## config.mk

```make
export PLATFORM = sky130hd
export DESIGN_NAME = fpu_addsub_sequencer
export DESIGN_NICKNAME = d
export VERILOG_FILES = /design/src/rtl/fpu_addsub_sequencer.sv
export SDC_FILE = /design/constraint.sdc
export NUM_CORES = 1
export LEC_CHECK = 0
export CELL_PAD_IN_SITES_DETAIL_PLACEMENT = 1
export CELL_PAD_IN_SITES_GLOBAL_PLACEMENT = 1
export CORE_ASPECT_RATIO = 1.75
export CORE_MARGIN = 2
export CORE_UTILIZATION = 33
export CTS_BUF_LIST = sky130_fd_sc_hd__clkbuf_4 sky130_fd_sc_hd__clkbuf_8 sky130_fd_sc_hd__clkbuf_16
export CTS_CLUSTER_DIAMETER = 200
export DETAILED_ROUTE_END_ITERATION = 8
export GPL_ROUTABILITY_DRIVEN = 0
export PLACE_DENSITY_LB_ADDON = 0.1
export SYNTH_ARGS = -nofsm -noshare
export SYNTH_HDL_FRONTEND = slang
export SYNTH_SLANG_ARGS = --single-unit
```

## constraint.sdc

```tcl
create_clock -name clock -period 4.1 [get_ports clock]
set_input_delay 0.615 -clock clock [delete_from_list [all_inputs] [get_ports clock]]
set_output_delay 0.615 -clock clock [all_outputs]
set_load 0.005 [all_outputs]
```

## src/rtl/fpu_addsub_sequencer.sv

```systemverilog
// ---------------------------------------------------------------------------
// fpu_addsub_sequencer
//
// Purpose:
//   Sequences one request at a time from a core into an external
//   add/sub/compare floating-point unit. It waits a fixed number of cycles
//   (LAT) for the unit result and then presents a held response to the core.
//   Illegal ops get an immediate error response (quiet NaN) without using
//   the unit.
//
// Parameters:
//   LAT            FPU result latency in clocks after operands are driven
//                  (0..7, larger values are clamped to 7)
//
// Ports:
//   clock          single clock
//   reset          asynchronous, active-low reset
//   req_valid/ready, req_a, req_b, req_op
//                  request channel (op: 00 add, 01 sub, 10 compare, 11 illegal)
//   resp_valid/ready, resp_y, resp_a_hi_b, resp_a_equal_b, resp_err
//                  response channel
//   fpu_a, fpu_b, fpu_sub, fpu_comp
//                  operands and op select to the FPU
//   fpu_y, fpu_a_hi_b, fpu_a_equal_b
//                  FPU results
//
// Configuration macro:
//   FPU_SEQ_BYPASS_EN  when defined, a new request may be accepted in the
//                      same cycle as the response handshake (RESP->BUSY or
//                      RESP->RESP), saving the idle cycle between operations.
// ---------------------------------------------------------------------------
module fpu_addsub_sequencer #(
    parameter int LAT = 0
) (
    input  logic        clock,
    input  logic        reset,
    input  logic        req_valid,
    output logic        req_ready,
    input  logic [31:0] req_a,
    input  logic [31:0] req_b,
    input  logic [1:0]  req_op,
    output logic        resp_valid,
    input  logic        resp_ready,
    output logic [31:0] resp_y,
    output logic        resp_a_hi_b,
    output logic        resp_a_equal_b,
    output logic        resp_err,
    output logic [31:0] fpu_a,
    output logic [31:0] fpu_b,
    output logic        fpu_sub,
    output logic        fpu_comp,
    input  logic [31:0] fpu_y,
    input  logic        fpu_a_hi_b,
    input  logic        fpu_a_equal_b
);

    // Counter load value; latencies beyond the 3-bit counter saturate at 7.
    localparam logic [2:0] LAT_LOAD = (LAT > 7) ? 3'd7 : 3'(LAT);

    localparam logic [1:0] OP_SUB  = 2'b01;
    localparam logic [1:0] OP_COMP = 2'b10;
    localparam logic [1:0] OP_ILL  = 2'b11;

    typedef enum logic [1:0] {
        IDLE = 2'd0,
        BUSY = 2'd1,
        RESP = 2'd2
    } state_t;

    state_t      r_state;
    state_t      w_nextState;
    logic [31:0] r_a;
    logic [31:0] r_b;
    logic [1:0]  r_op;
    logic [2:0]  r_cnt;
    logic [31:0] r_y;
    logic        r_hi;
    logic        r_eq;
    logic        r_err;

    logic        w_accept;
    logic        w_respFire;
    logic        w_illegal;
    logic        w_capture;

    assign w_accept   = req_valid & req_ready;
    assign w_respFire = resp_valid & resp_ready;
    assign w_illegal  = (req_op == OP_ILL);
    // The FPU result is sampled on the edge where the wait counter has run out.
    assign w_capture  = (r_state == BUSY) && (r_cnt == 3'd0);

    // State register.
    always_ff @(posedge clock or negedge reset) begin
        if (!reset) begin
            r_state <= IDLE;
        end else begin
            r_state <= w_nextState;
        end
    end

    // Next-state logic. An accept in RESP is only possible with the bypass
    // enabled, and it takes priority over returning to IDLE.
    always_comb begin
        w_nextState = r_state;
        unique case (r_state)
            IDLE: begin
                if (w_accept) begin
                    w_nextState = w_illegal ? RESP : BUSY;
                end
            end
            BUSY: begin
                if (r_cnt == 3'd0) begin
                    w_nextState = RESP;
                end
            end
            RESP: begin
                if (w_accept) begin
                    w_nextState = w_illegal ? RESP : BUSY;
                end else if (w_respFire) begin
                    w_nextState = IDLE;
                end
            end
            default: w_nextState = IDLE;
        endcase
    end

    // Handshake outputs decoded from the state.
    always_comb begin
        resp_valid = (r_state == RESP);
`ifdef FPU_SEQ_BYPASS_EN
        req_ready  = (r_state == IDLE) || ((r_state == RESP) && resp_ready);
`else
        req_ready  = (r_state == IDLE);
`endif
    end

    // Operand registers and latency counter. Operands stay put for the whole
    // operation so the FPU sees stable inputs until its result is captured.
    always_ff @(posedge clock or negedge reset) begin
        if (!reset) begin
            r_a   <= '0;
            r_b   <= '0;
            r_op  <= '0;
            r_cnt <= '0;
        end else begin
            if (w_accept) begin
                r_a   <= req_a;
                r_b   <= req_b;
                r_op  <= req_op;
                r_cnt <= LAT_LOAD;
            end else if ((r_state == BUSY) && (r_cnt != 3'd0)) begin
                r_cnt <= r_cnt - 3'd1;
            end
        end
    end

    // Result registers. They only change on capture or on an illegal-op
    // accept, which keeps the response stable while the core stalls it.
    always_ff @(posedge clock or negedge reset) begin
        if (!reset) begin
            r_y   <= '0;
            r_hi  <= 1'b0;
            r_eq  <= 1'b0;
            r_err <= 1'b0;
        end else begin
            if (w_accept && w_illegal) begin
                r_y   <= 32'h7FC0_0000;
                r_hi  <= 1'b0;
                r_eq  <= 1'b0;
                r_err <= 1'b1;
            end else if (w_capture) begin
                r_err <= 1'b0;
                if (r_op == OP_COMP) begin
                    r_y  <= 32'h0000_0000;
                    r_hi <= fpu_a_hi_b;
                    r_eq <= fpu_a_equal_b;
                end else begin
                    r_y  <= fpu_y;
                    r_hi <= 1'b0;
                    r_eq <= 1'b0;
                end
            end
        end
    end

    assign fpu_a          = r_a;
    assign fpu_b          = r_b;
    assign fpu_sub        = (r_op == OP_SUB);
    assign fpu_comp       = (r_op == OP_COMP);
    assign resp_y         = r_y;
    assign resp_a_hi_b    = r_hi;
    assign resp_a_equal_b = r_eq;
    assign resp_err       = r_err;

endmodule

```

==> results.ini <==
[route]
drc_errors = 0
initialDrtViolationCount = 85
wl_per_cell_um = 17.7
postRouteAntennaNets = 0
drt_pass1_iterations = 4
vias_per_cell = 4.78
vias = 3382
routed_wirelength_um = 12500

[clocking]
clkSlewWorstSetupHoldPaths_ns = 0.07
post_cts_buffers = 0
cts_hold_buf = 0
clk_latency_ns = 0.34
clk_path_buf_depth = 2
clock_sinks = 106
cts_root_buf = clkbuf_16
cts_buffers = 9
cts_tree = built
htreeDepth = 3
cts-resized-gates = 0

[synthesis]
syn_inst = 334
yosys_warnings = 0
synth_top_area_share_pct = 62.5
ys_seq_area_share_pct = 62.5
synthesis.nets = 440
synth_area_um2 = 4240
synthTopCellsByArea = dfrtp_1 (63%), mux2_2 (9.6%), mux2_1 (8.0%)
ys_types = 25
synth-seq-cells = 106
synth.avg_cell_area_um2 = 12.7
yosysTopAreaCell = dfrtp_1

[sta]
max-slew-margin-rel_pct = 38.6
worst_pin_slew_ns = 0.921
max_freq_mhz = 422
rsz0062_at_grt = no
finalSetupViolations = 0
hold_viol_final = 0
fin_crit_sh_pct = 57.8
final.setup.worst_slack_ns = 1.73
fin_skew_ns = 0.0119
finalMaxSlewViolations = 0
post-route-min-period_ns = 2.37
finalSetupTns_ns = 0

[worst_hold_path]
hold_path.class = in -> async

[pwr]
ir_drop_uv = 358
p_leak_uw = 0.00278
powerDensity_nw_per_um2 = 679

[worst_setup_path]
crit_type = reg -> out
cp_cell_sequence = nand2b_1, buf_4, inv_1, clkdlybuf4s50_1
path_max_fanout = 33
r2r_cells = 4
slowest_delay_ns = 0.50
cp.depth = 4
required_ns = 3.48
cp.buffers_inverters = 3
start_kind = flop
slowest_stage = clkdlybuf4s50_1
cp.arrival_ns = 1.76
end_kind = primary output
crit_family = buffers and inverters

[grt]
grt_pass1_vias = 3833
antenna_found_initial = 2
grt_max_degree = 68
grt_pass1_wl_um = 20300
grt_overflow = 0
grt_use_total_pct = 18.5

[placed_design]
pre_cts_slack_ns = 1.45
hpwl_um = 9290
port_buffers = 206
placed_area_um2 = 6410

[layout]
drive_gt1_share_pct = 11.5
final_area_um2 = 6720
nNetsFinal = 639
area_growth_pct = 58.4
fillers = 1324

[die]
core_area_um2 = 12500
die_x_um = 89.7
die-area_um2 = 13800
start_util_pct = 33.9
fp.dieH_um = 154
rows = 54
pin_count = 207

[outcome]
status = completed

[flow_run]
drv_cap = 0

## cell usage in the layout, fill, tap and decap left out
cell type	n
inv_1	4
clkbuf_8	1
dfrtp_1	106
buf_4	7
nand3_2	1
a21oi_1	26
mux2_1	30
nor2b_1	4
nand2b_1	2
nand3_1	43
ha_1	2
clkbuf_16	9
a32oi_1	1
clkdlybuf4s50_1	205
and3_1	1
o21ai_0	4
clkinv_4	1
nor3b_4	1
mux2_2	36
nor2_1	2
nand3b_1	1
a22o_1	3
clkbuf_4	2
bufinv_16	1
clkinv_2	1
nand2_1	40
diode_2	2
clkinvlp_4	1
o21bai_1	1
or2_2	1
and3b_1	1
## routing by layer
| layer | track usage [%] | vias up | routed length (um) |
|---|---|---|---|
| met4 | 6.89 | 0 | 227 |
| li1 | - | 1539 | - |
| met5 | 0 | - | 0 |
| met3 | 6.12 | 16 | 928 |
| met2 | 34.6 | 126 | 7060 |
| met1 | 19.1 | 1701 | 4330 |
## logic make-up after synthesis
family	count (synthesis)	synth area share, %
adder cells (fa/ha/maj)	2	0.590
multiplexers	66	17.5
flip-flops	106	62.5
AO/OA/AOI/OAI	35	4.54
AND/OR/NAND/NOR	97	11.0
buffers and inverters	28	3.80
## power by group
group	total [uW]	internal, uW	switching (uW)
clock	878	504	374
sequential	1780	1520	259
combinational	1910	1230	684
## worst reg2reg max path: cells and delay by family, from the launching register on
family,cells,cell delay (ns)
AND/OR/NAND/NOR,3,0.79
flip-flops,1,0.52
buffers and inverters,1,0.68
## final timing paths
check	start	to	slack, ns
max	r_op[0]$_DFFE_PN0N_	fpu_comp	1.73
min	reset	resp_y[20]$_DFFE_PN0P_	0.26
max reg2reg	r_state[0]$_DFFE_PN0P_	resp_y[25]$_DFFE_PN0P_	2.05
min reg2reg	resp_err$_DFFE_PN0P_	resp_err$_DFFE_PN0P_	0.48
max in group asynchronous	reset	fpu_a[18]$_DFFE_PN0N_	2.94
min in group clock	resp_err$_DFFE_PN0P_	resp_err$_DFFE_PN0P_	0.48
## cells in the mapped netlist
| cell type | instances |
|---|---|
| o21ai_0 | 4 |
| buf_6 | 4 |
| nand3_2 | 1 |
| buf_4 | 4 |
| a21oi_1 | 26 |
| inv_1 | 4 |
| and3_1 | 1 |
| nor2_1 | 2 |
| buf_2 | 9 |
| mux2_1 | 30 |
| nor3b_4 | 1 |
| a22o_1 | 3 |
| dfrtp_1 | 106 |
| o21bai_1 | 1 |
| clkbuf_1 | 7 |
| nor2b_1 | 4 |
| or2_2 | 1 |
| nand3b_1 | 1 |
| nand2_1 | 40 |
| nand2b_1 | 2 |
| ha_1 | 2 |
| mux2_2 | 36 |
| a32oi_1 | 1 |
| nand3_1 | 43 |
| and3b_1 | 1 |
## stage by stage
| stage | util [%] | instances | total power [uW] | hold WS (ns) |
|---|---|---|---|---|
| 4_1_cts | 53.7 | 706 | 4650 | 0.285 |
| 3_3_place_gp | 51.3 | 690 | 3660 | 0.468 |
| 2_1_floorplan | - | 334 | 2450 | 0.319 |
| 6_report | 53.8 | 708 | 4570 | 0.262 |
| 3_5_place_dp | 51.3 | 690 | 3750 | 0.468 |
| 5_1_grt | 53.8 | 708 | 4860 | 0.306 |
## final cells by class
class / instances / area (um^2) / share of cell area [%]
well taps: 168 / 210 / 3.13
diodes: 2 / 5.00 / 0.0745
multi-input cells: 200 / 1430 / 21.3
clock inverters: 4 / 51.3 / 0.763
clock buffers: 12 / 254 / 3.78
flip-flops and latches: 106 / 2650 / 39.5
inverters: 4 / 15.0 / 0.223
repair buffers: 212 / 2100 / 31.3
## state kept, by name, summed over array words and instances, names as in the netlist
register and flops:
fpu_a 32, r_op 2, resp_y 32, resp_a_hi_b 1
r_state 2, resp_a_equal_b 1, resp_err 1, fpu_b 32
r_cnt 3
(Power assumes the default switching activity.)
